$ cat src/rtl/mac_pkg.sv
// Shared types and arithmetic helpers for the pipelined signed MAC.
package mac_pkg;

   localparam int unsigned MAX_MULT_STAGES = 3;
   localparam int unsigned MAX_ACC_W       = 63;

   typedef logic signed [MAX_ACC_W:0] acc_wide_t;

   typedef struct packed {
      logic valid;
      logic clear;
   } tag_t;

   // Overflow of a wf-bit accumulate: the top two bits of the wf+1-bit sum disagree.
   function automatic logic add_ovf(input acc_wide_t addend, input acc_wide_t prod,
                                    input int unsigned wf);
      acc_wide_t  sum;
      logic [1:0] top;
      sum = addend + prod;
      top = 2'(sum >>> (wf - 1));
      return top[1] ^ top[0];
   endfunction

   // Sum of two sign-extended wf-bit values; clamps to the wf-bit range when saturate
   // is set, otherwise returns the raw sum and the caller keeps the low wf bits.
   function automatic acc_wide_t sat_add(input acc_wide_t addend, input acc_wide_t prod,
                                         input int unsigned wf, input logic saturate);
      acc_wide_t  sum;
      acc_wide_t  pos_max;
      acc_wide_t  neg_min;
      logic [1:0] top;
      sum     = addend + prod;
      top     = 2'(sum >>> (wf - 1));
      pos_max = (acc_wide_t'(1) <<< (wf - 1)) - acc_wide_t'(1);
      neg_min = ~pos_max;
      if (saturate && (top[1] != top[0])) begin
         return top[1] ? neg_min : pos_max;
      end
      return sum;
   endfunction

endpackage

$ cat src/rtl/part2_mac_pipe_mult.sv
// Full-precision signed multiplier followed by a register chain carrying product and tag.
module mult_pipe
   import mac_pkg::*;
#(
   parameter int unsigned WIDTH_A     = 10,
   parameter int unsigned WIDTH_B     = 10,
   parameter int unsigned MULT_STAGES = 1
) (
   input  logic                             clk,
   input  logic                             reset,
   input  logic signed [WIDTH_A-1:0]        a,
   input  logic signed [WIDTH_B-1:0]        b,
   input  tag_t                             tag_in,
   output logic signed [WIDTH_A+WIDTH_B-1:0] prod,
   output tag_t                             tag_out
);

   localparam int unsigned WIDTH_P = WIDTH_A + WIDTH_B;

   logic signed [WIDTH_P-1:0] prod_c;

   assign prod_c = WIDTH_P'(a) * WIDTH_P'(b);

   generate
      if (MULT_STAGES == 0) begin : g_comb
         assign prod    = prod_c;
         assign tag_out = tag_in;
      end else begin : g_regs
         logic signed [WIDTH_P-1:0] prod_q [MULT_STAGES];
         tag_t                      tag_q  [MULT_STAGES];

         // Product and tag advance together so the tag always labels its own data.
         always_ff @(posedge clk or negedge reset) begin
            if (!reset) begin
               for (int i = 0; i < MULT_STAGES; i++) begin
                  prod_q[i] <= '0;
                  tag_q[i]  <= '0;
               end
            end else begin
               prod_q[0] <= prod_c;
               tag_q[0]  <= tag_in;
               for (int i = 1; i < MULT_STAGES; i++) begin
                  prod_q[i] <= prod_q[i-1];
                  tag_q[i]  <= tag_q[i-1];
               end
            end
         end

         assign prod    = prod_q[MULT_STAGES-1];
         assign tag_out = tag_q[MULT_STAGES-1];
      end
   endgenerate

endmodule

$ cat src/rtl/part2_mac_pipe.sv
// Pipelined signed multiply-accumulate: input stage, multiplier pipe, accumulate stage.
module part2_mac_pipe
   import mac_pkg::*;
#(
   parameter int unsigned WIDTH_A     = 10,
   parameter int unsigned WIDTH_B     = 10,
   parameter int unsigned WIDTH_F     = 20,
   parameter int unsigned MULT_STAGES = 1,
   parameter bit          SATURATE    = 1'b1
) (
   input  logic                      clk,
   input  logic                      reset,
   input  logic signed [WIDTH_A-1:0] a,
   input  logic signed [WIDTH_B-1:0] b,
   input  logic                      valid_in,
   input  logic                      clear_in,
   output logic signed [WIDTH_F-1:0] f,
   output logic                      valid_out,
   output logic                      overflow
);

   localparam int unsigned WIDTH_P = WIDTH_A + WIDTH_B;
   localparam int unsigned STAGES  = (MULT_STAGES > MAX_MULT_STAGES) ? MAX_MULT_STAGES
                                                                     : MULT_STAGES;

   logic signed [WIDTH_A-1:0] a_q;
   logic signed [WIDTH_B-1:0] b_q;
   tag_t                      in_tag_q;
   logic signed [WIDTH_P-1:0] prod;
   tag_t                      acc_tag;
   acc_wide_t                 prod_w;
   acc_wide_t                 addend_w;

   // Operands only load on accepted samples; clear is meaningless without valid.
   always_ff @(posedge clk or negedge reset) begin
      if (!reset) begin
         a_q      <= '0;
         b_q      <= '0;
         in_tag_q <= '0;
      end else begin
         in_tag_q.valid <= valid_in;
         in_tag_q.clear <= valid_in & clear_in;
         if (valid_in) begin
            a_q <= a;
            b_q <= b;
         end
      end
   end

   mult_pipe #(
      .WIDTH_A     (WIDTH_A),
      .WIDTH_B     (WIDTH_B),
      .MULT_STAGES (STAGES)
   ) u_mult (
      .clk     (clk),
      .reset   (reset),
      .a       (a_q),
      .b       (b_q),
      .tag_in  (in_tag_q),
      .prod    (prod),
      .tag_out (acc_tag)
   );

   assign prod_w   = acc_wide_t'(prod);
   assign addend_w = acc_tag.clear ? '0 : acc_wide_t'(f);

   // A clear sample restarts both the sum and the sticky overflow.
   always_ff @(posedge clk or negedge reset) begin
      if (!reset) begin
         f         <= '0;
         valid_out <= 1'b0;
         overflow  <= 1'b0;
      end else begin
         valid_out <= acc_tag.valid;
         if (acc_tag.valid) begin
            f        <= WIDTH_F'(sat_add(addend_w, prod_w, WIDTH_F, SATURATE));
            overflow <= acc_tag.clear ? 1'b0
                                      : (overflow | add_ovf(addend_w, prod_w, WIDTH_F));
         end
      end
   end

endmodule
$ cat config.mk
export PLATFORM = sky130hd
export DESIGN_NAME = part2_mac_pipe
export DESIGN_NICKNAME = d
export VERILOG_FILES = /design/src/rtl/mac_pkg.sv /design/src/rtl/part2_mac_pipe_mult.sv /design/src/rtl/part2_mac_pipe.sv
export SDC_FILE = /design/constraint.sdc
export NUM_CORES = 1
export LEC_CHECK = 0
export ABC_CLOCK_PERIOD_IN_PS = 12880
export CAP_MARGIN = 20
export CORE_AREA = 2 2 160 162
export DETAILED_ROUTE_END_ITERATION = 10
export DIE_AREA = 0 0 162 164
export PLACE_DENSITY_LB_ADDON = 0.3
export SLEW_MARGIN = 10
export SYNTH_ARGS = -nofsm -noshare
export SYNTH_HDL_FRONTEND = slang
export SYNTH_SLANG_ARGS = --single-unit
$ cat constraint.sdc
create_clock -name clk -period 12.88 [get_ports clk]
set_input_delay 1.288 -clock clk [delete_from_list [all_inputs] [get_ports clk]]
set_output_delay 1.288 -clock clk [all_outputs]
set_load 0.02 [all_outputs]
; After elaboration in Yosys (flattened, before gate mapping)
; Index checks and enable logic that the tools add are counted.
; W data, S select, Z words.
[totals]
register_bits = 66
input_bits = 24
out_inout_bits = 22
elab_cells = 23
[op_classes]
addsub = 1
n_mul = 1
n_eq_ne = 1
muxes = 7
bitwise_logic = 3
[op_table]
columns = operator, count
row1 = $mux W20, 3
row2 = $add A21 B20 Y21, 1
row3 = $mux W21, 1
row4 = $mul A10 B10 Y20, 1
row5 = $mux W1, 3
row6 = $and A1 B1 Y1, 1
row7 = $ne A1 B1 Y1, 1
row8 = $or A1 B1 Y1, 1
row9 = $xor A1 B1 Y1, 1

; Logic depth before layout (Yosys ltp)
[depth]
word_depth = 6
depth_mapped = 19
mapped_depth_nobuf = 18

; Cells and area by module
; From an unflattened synthesis, not the netlist that was laid out.
[hier_totals]
hier_cells = 781
area_unflattened_um2 = 7465.9
[by_module_without_submodules]
columns = module, n_inst, cells_each, area_each_um2, seq_area_each_um2
row1 = mult_pipe, 1, 496, 4588.2, 550.5
row2 = part2_mac_pipe, 1, 285, 2877.8, 1101.1

; Worst setup path after synthesis
; No wires, ideal clock.
[synth_path]
kind = register to register
start = register a_q[9]
end = register u_mult.g_regs.prod_q, in the netlist u_mult.prod[17]
setup_time_ns = 0.080
t_arrival_ns = 4.921
required_ns = 12.800
slack_ns = 7.879
path_stages_with_launch = 16
path_buffers = 1
synth_period_minus_slack_ns = 5.001
path_cell_list = dfrtp_1 -> clkbuf_1 -> nand2_1 -> fa_1 -> inv_1 -> fa_1 -> fa_1 -> fa_1 -> fa_1 -> ha_1 -> and2_1 -> a22o_1 -> a311oi_1 -> o41ai_1 -> a21oi_1 -> xnor2_1
[synth_between]
elab_chain_cells = 1
[synth_lines]
columns = item, line
row1 = start: declaration, part2_mac_pipe.sv:26  ; logic signed [WIDTH_A-1:0] a_q;
row2 = start signal: assignment, part2_mac_pipe.sv:37  ; a_q <= '0;
row3 = start signal: assignment, part2_mac_pipe.sv:44  ; a_q <= a;
row4 = $mul A10 B10 Y20, part2_mac_pipe_mult.sv:22  ; assign prod_c = WIDTH_P'(a) * WIDTH_P'(b);
row5 = via u_mult.prod_c[17], part2_mac_pipe_mult.sv:20  ; logic signed [WIDTH_P-1:0] prod_c;
row6 = end signal: indexed assignment, part2_mac_pipe_mult.sv:43  ; prod_q[i] <= prod_q[i-1];
row7 = end: declaration, part2_mac_pipe_mult.sv:29  ; logic signed [WIDTH_P-1:0] prod_q [MULT_STAGES];
; The timed path passes the listed nets, and every way through them passes these cells.
; A chain may end at the register's enable or synchronous reset.

; Worst setup path in the final report
[layout_path]
start = register b_q[1]
end = register u_mult.g_regs.prod_q, in the netlist u_mult.prod[19]
[layout_between]
elab_chain_cells = 1
[layout_lines]
columns = item, line
row1 = start: declaration, part2_mac_pipe.sv:27  ; logic signed [WIDTH_B-1:0] b_q;
row2 = start signal: assignment, part2_mac_pipe.sv:38  ; b_q <= '0;
row3 = start signal: assignment, part2_mac_pipe.sv:45  ; b_q <= b;
row4 = $mul A10 B10 Y20, part2_mac_pipe_mult.sv:22
row5 = via u_mult.prod_c[19], part2_mac_pipe_mult.sv:20
; The timed path passes the listed nets, and every way through them passes these cells.

==> flow_metrics.env <==
export IMPL_hold_violations=0
export IMPL_synthArstFlopShare_pct=100
export IMPL_first_pass_iters=7
export IMPL_synth_area_um2=7350
export IMPL_yosysUniqueCellTypes=50
export IMPL_yosys_top_cells_area="fa_1, dfrtp_1, ha_1"
export IMPL_status="completed"
export IMPL_fp_dieW_um=162
export IMPL_cts_buffer_depth=2
export IMPL_clk_pin_slew_ns=0.06
export IMPL_die_height_um=164
export IMPL_maxSlewViolCount=0
export IMPL_synth_edff_count=0
export IMPL_fin_worst_skew_ns=0.00564
export IMPL_coreArea_um2=24800
export IMPL_cts_tree="yes"
export IMPL_first_global_vias=5300
export IMPL_vias=5123
export IMPL_dpl_hpwl_um=11800
export IMPL_dieArea_um2=26600
export IMPL_area_growth_pct=14.3
export IMPL_final_antenna_net_count=0
export IMPL_pre_cts_slack_ns=7.58
export IMPL_synthesis_nets=968
export IMPL_cp_end_kind="flip-flop"
export IMPL_synth_top_area_share_pct=25.0
export IMPL_synth_top_cells_by_count="inv_1, fa_1, ha_1"
export IMPL_ys_seq_area_share_pct=22.5
export IMPL_vias_per_cell=4.48
export IMPL_grt_ovfl_total=0
export IMPL_gp_congestion=0.878
export IMPL_grt_pass1_wl_um=26000
export IMPL_synth_flop_cell="dfrtp_1"
export IMPL_drtIter0Drc=216
export IMPL_synth_top_area_cell="fa_1"
export IMPL_ctsRootBufferMaster="clkbuf_16"
export IMPL_critPathRequiredTime_ns=13.13
export IMPL_layout_drive_gt1_share_pct=5.90
export IMPL_final_setup_worst_slack_ns=7.59
export IMPL_htree_levels=3
export IMPL_io_pins=46
export IMPL_min_path_type="flip-flop to flip-flop"
export IMPL_yosysMostFrequentCell="inv_1"
export IMPL_grt_max_degree=67
export IMPL_worst_pin_slew_ns=1.00
export IMPL_synthCells=783
export IMPL_post_cts_buffers=0
export IMPL_fin_nets=994
export IMPL_holdBufCountCts=0
export IMPL_ys_seq_elements=66
export IMPL_start_util_pct=29.6
export IMPL_relSlewSlack_pct=32.9
export IMPL_crit_path_start_kind="flip-flop"
export IMPL_clock_sinks=66
export IMPL_synth_warnings=0
export IMPL_n_antenna_cell=0
export IMPL_wl_per_cell_um=13.0
export IMPL_clkLatencyLatePin_ns=0.34
export IMPL_whs_ns=0.346
export IMPL_antenna_found_initial=0
export IMPL_drv_cap=0
export IMPL_track_usage_pct=12.1
export IMPL_critPathKind="flip-flop to flip-flop"
export IMPL_post_cts_resize_count=0
export IMPL_min_period_ns=5.29
export IMPL_fp_row_count=58
export IMPL_cts_buffers=9
export IMPL_route_detailed_drc=0
export IMPL_rsz0062_at_grt="no"
export IMPL_portBuffers=45
export IMPL_timing_fmax_mhz=189
export IMPL_setup_viol=0
export IMPL_cp_max_fo=11
export IMPL_setup_tns_ns=0
export IMPL_wirelength_um=14800
export IMPL_post_route_util_pct=33.9
export IMPL_post_route_period_util_pct=41.1
export IMPL_cp_arrival_ns=5.55
export IMPL_synth_area_per_cell_um2=9.39
[logic make-up after synthesis]
group / synth area share, %
buf+inv: 10.2
simple gates: 10.9
fa+ha+maj: 36.8
compound gates: 11.8
flops: 22.5
xor+xnor: 4.76
mux: 3.05
[path summary, 6_finish.rpt]
path                                             from                     endpoint  slack [ns]  depth (start not counted)
worst max-delay path               b_q[1]$_DFFE_PN0P_    u_mult.prod[19]$_DFF_PN0_        7.59                         14
min in group asynchronous                       reset           a_q[0]$_DFFE_PN0P_        1.13                          2
worst max register to register     b_q[1]$_DFFE_PN0P_    u_mult.prod[19]$_DFF_PN0_        7.59                         14
worst min-delay path            in_tag_q[0]$_DFF_PN0_  u_mult.tag_out[0]$_DFF_PN0_        0.35                          0
max in group asynchronous                       reset         overflow$_DFFE_PN0P_       11.19                          2
worst min register to register  in_tag_q[0]$_DFF_PN0_  u_mult.tag_out[0]$_DFF_PN0_        0.35                          0
[sequential cells by signal, indices dropped and copies added (netlist names)]
register and cells:
f 20, u_mult.prod 20, valid_out 1, b_q 10, overflow 1, a_q 10
in_tag_q 2, u_mult.tag_out 2
[critical path: stages, from the launching register on]
cell and delay [ns]:
dfrtp_1 0.54, nand2_1 0.20, fa_1 0.60, inv_1 0.17, fa_1 0.58, fa_1 0.44
fa_1 0.52, fa_1 0.49, ha_1 0.36, and2_1 0.21, a22o_1 0.22, a311oi_1 0.42
o41ai_1 0.15, a21oi_1 0.18, xnor2_1 0.14
[routing by layer]
layer / vias to the layer above / global-route usage [%] / share of wire [%]
met5: - / 0 / 0
met4: 0 / 3.18 / 1.1
met3: 12 / 2.20 / 3.7
met2: 91 / 18.9 / 43
met1: 2480 / 17.3 / 52
li1: 2540 / - / -
[cells in the final DEF (no fill, tap or decap), types with 2 or more instances in the layout]
cell,synthesis,layout
ha_1,69,69
fa_1,92,92
o211ai_1,4,4
dfrtp_1,66,66
bufinv_16,0,2
and3_1,5,5
a21oi_2,2,2
a21oi_1,39,39
xor2_1,10,10
nor2b_1,2,2
nand2_1,66,66
o21bai_1,5,5
o21a_1,2,2
o41ai_1,3,3
a22o_1,3,3
or3_1,3,3
and2_1,33,33
a21o_1,11,11
nor2_1,38,38
buf_4,0,3
nand2b_1,6,6
xnor2_1,30,30
a31oi_1,7,7
nand3_1,5,5
a311oi_1,2,2
clkbuf_16,0,9
o21ai_1,2,2
a211oi_1,2,2
mux2_2,19,19
o22ai_1,18,18
clkdlybuf4s50_1,0,44
inv_1,160,160
nor3_1,10,10
o21ai_0,19,19
nor4_1,2,2
[metrics by stage]
| step | area, um^2 | instances |
|---|---|---|
| final | 8400 | 1144 |
| after global routing | 8400 | 1144 |
| after CTS | 8400 | 1144 |
| after detailed placement | 8090 | 1128 |
| after global placement | 8090 | 1128 |
| after floorplan | 7350 | 783 |
[cell type report]
class	instances	area, um^2
Timing Repair Buffer	48	468
Fill cell	2550	16400
Sequential cell	66	1650
Clock buffer	10	229
Tap cell	330	413
Clock inverter	6	90.1
Multi-Input combinational cell	523	4950
Inverter	161	604
Power is left out: the tool's default activity adds up to more than one toggle a clock period on the data nets, which glitch-free logic cannot reach.
